$ cat config.mk
export PLATFORM = sky130hd
export DESIGN_NAME = pp_gen_seq
export DESIGN_NICKNAME = d
export VERILOG_FILES = /design/src/rtl/pp_gen_seq.sv
export SDC_FILE = /design/constraint.sdc
export NUM_CORES = 1
export LEC_CHECK = 0
export BUFFER_PORTS_ARGS = -buffer_cell sky130_fd_sc_hd__buf_4
export CAP_MARGIN = 20
export CORE_ASPECT_RATIO = 1.4
export CORE_MARGIN = 3
export CORE_UTILIZATION = 61
export CTS_BUF_LIST = sky130_fd_sc_hd__clkbuf_4 sky130_fd_sc_hd__clkbuf_8
export CTS_CLUSTER_DIAMETER = 80
export DETAILED_ROUTE_END_ITERATION = 16
export PLACE_DENSITY = 0.91
export SLEW_MARGIN = 20
export SYNTH_ARGS = -nofsm -noshare
export SYNTH_HDL_FRONTEND = slang
export SYNTH_SLANG_ARGS = --single-unit
$ cat constraint.sdc
create_clock -name clk -period 5.34 [get_ports clk]
set_clock_uncertainty 0.15 [all_clocks]
set_input_delay 1.068 -clock clk [delete_from_list [all_inputs] [get_ports clk]]
set_output_delay 1.068 -clock clk [all_outputs]
set_load 0.02 [all_outputs]
$ cat src/rtl/pp_gen_seq.sv
// Sequential 8x8 partial-product generator.
// A single 4x4 unsigned multiplier is time-shared over four cycles to produce
// the four 8-bit partial products of an 8x8 multiply. The downstream adder tree
// rebuilds the full product as {pp_hh, pp_ll} + (pp_hl << 4) + (pp_lh << 4).
module pp_gen_seq (
  input  logic       clk,
  input  logic       rst,
  input  logic       in_valid,
  output logic       in_ready,
  input  logic [7:0] in_a,
  input  logic [7:0] in_b,
  output logic       out_valid,
  input  logic       out_ready,
  output logic [7:0] pp_ll,
  output logic [7:0] pp_lh,
  output logic [7:0] pp_hl,
  output logic [7:0] pp_hh
);

  typedef enum logic [1:0] {
    StIdle = 2'd0,
    StMul  = 2'd1,
    StDone = 2'd2
  } state_e;

  state_e     state_q;
  logic [1:0] step_q;
  logic [7:0] a_q;
  logic [7:0] b_q;
  logic [7:0] pp_ll_q;
  logic [7:0] pp_lh_q;
  logic [7:0] pp_hl_q;
  logic [7:0] pp_hh_q;
  logic       in_ready_q;
  logic       out_valid_q;

  logic [3:0] mul_a;
  logic [3:0] mul_b;
  logic [7:0] mul_p;

  // Operand select for the shared multiplier: step[1] picks the half of a,
  // step[0] picks the half of b, giving ll, lh, hl, hh for steps 0..3.
  always_comb begin
    mul_a = step_q[1] ? a_q[7:4] : a_q[3:0];
    mul_b = step_q[0] ? b_q[7:4] : b_q[3:0];
    mul_p = {4'b0000, mul_a} * {4'b0000, mul_b};
  end

  // Control FSM with operand capture, product registers and registered handshakes.
  always_ff @(posedge clk) begin
    if (rst) begin
      state_q     <= StIdle;
      step_q      <= 2'd0;
      a_q         <= 8'h00;
      b_q         <= 8'h00;
      pp_ll_q     <= 8'h00;
      pp_lh_q     <= 8'h00;
      pp_hl_q     <= 8'h00;
      pp_hh_q     <= 8'h00;
      in_ready_q  <= 1'b1;
      out_valid_q <= 1'b0;
    end else begin
      case (state_q)
        StIdle: begin
          if (in_valid) begin
            a_q        <= in_a;
            b_q        <= in_b;
            step_q     <= 2'd0;
            state_q    <= StMul;
            in_ready_q <= 1'b0;
          end
        end
        StMul: begin
          unique case (step_q)
            2'd0: pp_ll_q <= mul_p;
            2'd1: pp_lh_q <= mul_p;
            2'd2: pp_hl_q <= mul_p;
            2'd3: pp_hh_q <= mul_p;
          endcase
          step_q <= step_q + 2'd1;
          if (step_q == 2'd3) begin
            state_q     <= StDone;
            out_valid_q <= 1'b1;
          end
        end
        StDone: begin
          // A new operand pair is not taken here even if presented; it waits for IDLE.
          if (out_ready) begin
            state_q     <= StIdle;
            out_valid_q <= 1'b0;
            in_ready_q  <= 1'b1;
          end
        end
        default: begin
          state_q     <= StIdle;
          in_ready_q  <= 1'b1;
          out_valid_q <= 1'b0;
        end
      endcase
    end
  end

  assign in_ready  = in_ready_q;
  assign out_valid = out_valid_q;
  assign pp_ll     = pp_ll_q;
  assign pp_lh     = pp_lh_q;
  assign pp_hl     = pp_hl_q;
  assign pp_hh     = pp_hh_q;

endmodule

**After elaboration in Yosys (flattened, before gate mapping)**

Cells that the tools add are included.

- Bitwise logic cells: 2
- Div/mod/pow operators: 0
- Magnitude comparators: 0
- Equal/unequal tests: 8
- Reductions and logical operators: 12
- Add/sub/neg operators: 1
- Shifts and indexed selects: 0
- Mux-type cells: 14
- Multipliers: 1

Operator list:

| kind | count |
|---|---|
| 2-bit AND reduction | 6 |
| 3-bit AND reduction | 3 |
| 4-bit by 4-bit multiplier with 8-bit output | 1 |
| 2-bit two-way mux | 4 |
| 4-bit two-way mux | 2 |
| 2-bit equality test, second input constant | 3 |
| 2-bit != test, second input constant | 3 |
| 1-bit one-hot mux with 3 select lines | 2 |
| 2-bit one-hot mux with 3 select lines | 1 |
| 2-bit by 1-bit equality test with 1-bit output, second input constant | 2 |
| 2-bit zero test | 2 |
| 1-bit two-way mux | 4 |
| 2-bit one-hot mux with 2 select lines | 1 |
| 2-bit by 1-bit adder with 2-bit output, second input constant | 1 |
| 1-bit inverter | 2 |
| 2-bit nonzero test | 1 |

- Bits in latches: 0
- Logic and storage cells: 48
- Flip-flop bits (word level): 54
- Input bits: 20
- Memories: 0
- RAM bits: 0
- Memory bits (read-only): 0
- Output and inout bits: 34

**Logic depth before layout (Yosys ltp)**

- Word-level depth: 3
- Mapped depth: 12

**Worst setup path before layout**

No wires, ideal clock.

- Path kind: reg-to-reg
- Start: reg step_q[1]
- End: reg pp_hh_q[6], in the netlist pp_hh[6]
- Period minus slack after synthesis: 3.501 ns
- Buffers on the path: 1
- Cell stages (with the launch flop): 13
- Data arrival time: 3.293 ns
- Setup slack: 1.839 ns
- Cells stage by stage: dfxtp_1 buf_2 mux2i_1 or2_2 fa_1 inv_1 fa_1 inv_1 fa_1 nand2b_1 o2bb2ai_1 nor4_1 a211o_1

- Word-level cells in the longest chain between the ends: 2
- Elaborated cells on any way between the ends: 4

RTL lines:

| element | line | text |
|---|---|---|
| start, declared | 27 | `logic [1:0] step_q;` |
| start signal, assigned | 80 | `step_q <= step_q + 2'd1;` |
| 4-bit two-way mux / 2-bit equality test (equally long branches) | 44, 74 |  |
| 4-bit by 4-bit multiplier with 8-bit output / 2-bit AND reduction (equally long branches) | n/a |  |
| end signal, assigned | 78 | `2'd3: pp_hh_q <= mul_p;` |
| end, declared | 33 | `logic [7:0] pp_hh_q;` |

Parallel ways exist; a longest one is shown, timed or not.
A chain may end at the register's enable or synchronous reset.

**Worst setup path after layout**

- Start: reg step_q[1]
- End: reg pp_lh_q[6], in the netlist pp_lh[6]

- Word-level cells in the longest chain between the ends: 2
- Elaborated cells on any way between the ends: 4

RTL lines:

| element | line | text |
|---|---|---|
| 4-bit two-way mux / 2-bit by 1-bit equality test with 1-bit output (equally long branches) | 44, 74 |  |
| 4-bit by 4-bit multiplier with 8-bit output / 2-bit AND reduction (equally long branches) | n/a |  |
| end signal, assigned | 76 | `2'd1: pp_lh_q <= mul_p;` |
| end, declared | 31 | `logic [7:0] pp_lh_q;` |

Parallel ways exist; a longest one is shown, timed or not.

==> out/metrics.yaml <==
fmax_mhz: 256
synth_area_leaders: "dfxtp_1 (40%), nand2_1 (10%), a21oi_1 (7.6%)"
fill_cells: 338
hpwl_um: 4310
cts_buffers: 5
holdPathEnd: "pp_hh[4]$_SDFFE_PP0P_"
cts_hold_buf: 0
syn_nets: 350
hold_viol_final: 0
antenna_found_initial: 0
yosysWarnings: 0
crit_fanout: 9
power.static_leakage_nw: 1.33
ys_ff_latch: 54
portBuffers: 53
max_cap_viol_count: 0
viasPerCell: 5.37
cts_sinks: 54
ir_drop_mv: 0.221
hold_class: "reg2reg"
powerDensity_nw_per_um2: 236
r2r-start: "step_q[1]$_SDFFE_PP0P_"
synthCells: 310
critPathKind: "reg2reg"
cts_root_buffer: "clkbuf_8"
r2r_slack_ns: 1.43
rows: 28
grt_max_degree: 60
fin_crit_sh: 0.732
synth.avg_cell_area_sq_um: 8.73
yosysTopAreaCellShare: 0.400
cts_tree: "done"
dieArea_sq_um: 5280
clk_latency_ns: 0.31
seqCellArea_sq_um: 1080
drt_iter0_markers: 87
dr_total_vias: 2222
cts_setup_buffers: 0
synth.distinct_cells: 36
holdPathStages: 2
tightest_slew_ns: 0.849
start_util: 0.638
final_nets: 393
fp.dieH_um: 84.8
crit_arrival_ns: 4.02
n_antenna_cell: 0
cp.required_ns: 5.45
io_pins: 54
die_x_um: 62.3
ctsResizeCount: 0
reg2reg_to: "pp_lh[6]$_SDFFE_PP0P_"
setup-tns-final_ns: 0
start_kind: "register"
grt-ovfl-total: 0
cp-end-kind: "register"
max-slew-margin-rel: 0.431
drv_slew: 0
grt_pass1_wl_um: 9800
wl_um: 5650
wl_per_cell_um: 13.6
cts-htree-levels: 2
multi_input_area_sq_um: 1440
min_from: "pp_hh[4]$_SDFFE_PP0P_"
synth_area_sq_um: 2710
drtAntennaViolNets: 0
rsz0062_at_grt: "no"
clk_pin_slew_ns: 0.11
drc: 0
grt_pass1_vias: 2140
clk_path_buf_depth: 2
synth_seq_area_share: 0.400
core-area_sq_um: 4240
ff2ff_path_depth: 11
grt_usage: 0.231
fin_crit_ns: 3.91
area_growth_pct: 16.0
status: "finished, final reports clean"
setup-violations-final: 0
p_total_mw: 0.741
yosysTopAreaCell: "dfxtp_1"
first_pass_iters: 4
drive_gt1_frac: 0.243
worst_hold_slack_ns: 0.310
gp_congestion: 0.814
==> cell families after synthesis <==
| group | Yosys count | share of synthesized area |
|---|---|---|
| AOI/OAI and AO/OA | 62 | 0.144 |
| xor gates and xnor gates | 2 | 0.0134 |
| adders and majority gates | 20 | 0.104 |
| buffers and inverters | 29 | 0.0666 |
| DFF | 54 | 0.400 |
| muxes | 11 | 0.0416 |
| and+or+nand+nor | 132 | 0.231 |
==> worst max path at each step <==
| stage | from | to | cells after the start |
|---|---|---|---|
| global placement | step_q[1]$_SDFFE_PP0P_ | pp_hh[6]$_SDFFE_PP0P_ | 11 |
| global route | step_q[1]$_SDFFE_PP0P_ | pp_lh[6]$_SDFFE_PP0P_ | 11 |
| detailed placement | step_q[1]$_SDFFE_PP0P_ | pp_lh[6]$_SDFFE_PP0P_ | 11 |
| CTS | step_q[1]$_SDFFE_PP0P_ | pp_lh[6]$_SDFFE_PP0P_ | 11 |
| floorplan | step_q[1]$_SDFFE_PP0P_ | pp_hh[6]$_SDFFE_PP0P_ | 12 |
| finish | step_q[1]$_SDFFE_PP0P_ | pp_lh[6]$_SDFFE_PP0P_ | 11 |
==> per-stage QoR <==
stage          worst slack [ns]  utilization  cells  area, sq um
2_1_floorplan              1.84            -    310         2710
3_3_place_gp               1.68        0.718    406         3040
3_5_place_dp               1.49        0.718    406         3040
4_1_cts                    1.42        0.740    414         3140
5_1_grt                    1.22        0.740    414         3140
6_report                   1.43        0.740    414         3140
==> sequential cells by signal (all words and copies together), names as in the netlist, 2 cells and up <==
name and flops:
step_q 2, state_q 2, pp_ll 8, pp_lh 8, b_q 8, a_q 8
pp_hh 8, pp_hl 8
==> synth_stat cells (all sizes together) <==
master   count
a21o         2
inv         12
fa           4
nand2b       5
or2          4
mux2         2
a21oi       41
o22ai        1
ha          16
and2         4
nand3b       1
nor3b        5
nand2       75
o2bb2ai      1
o32a         1
nor3         1
a211o        5
o21ai        2
mux2i        9
clkbuf       4
nor2        26
nor2b        1
a41o         1
buf         13
a211oi       8
nor4         4
or3          1
xnor2        2
nand3        5
dfxtp       54
==> critical path, cell delays in order (launching register included) <==
cell       delay [ns]
dfxtp_1          0.60
mux2i_1          0.22
or2_2            0.36
fa_1             0.54
inv_1            0.06
fa_1             0.55
inv_1            0.06
fa_1             0.45
nand2b_1         0.16
o2bb2ai_1        0.25
nor4_1           0.32
a211o_1          0.14
==> area by class of cell <==
| type | instances | area share |
|---|---|---|
| flip-flops and latches | 54 | 0.345 |
| well taps | 60 | 0.0239 |
| multi-input cells | 227 | 0.460 |
| clock buffers | 5 | 0.0219 |
| inverters | 12 | 0.0144 |
| clock inverters | 3 | 0.00798 |
| repair buffers | 53 | 0.127 |
==> routing by layer <==
metal,global-route usage,vias up,part of all wire
met5,0,-,0
met4,0.102,0,0.019
met3,0.0335,9,0.046
met2,0.423,68,0.53
met1,0.265,1027,0.41
li1,-,1118,-
==> power by group <==
part | switching [mW] | internal, mW
Combinational | 0.0472 | 0.0342
Clock | 0.140 | 0.0949
Sequential | 0.0102 | 0.414
Total | 0.198 | 0.544
==> layout by cell type, fill, tap and decap left out, types with 2 or more instances in the layout <==
cell type,instances
nor2_1,22
dfxtp_1,54
a211oi_1,4
mux2_2,2
or2_2,4
a21o_1,2
a211oi_2,4
nor3b_2,5
a211o_1,5
nor2_2,4
clkbuf_8,5
fa_1,4
buf_4,53
mux2i_1,9
and2_4,4
ha_1,16
nand2_1,75
nand2b_1,5
o21ai_0,2
a21oi_1,41
inv_1,12
nor4_1,4
nand3_1,5
(Power assumes the default switching activity.)
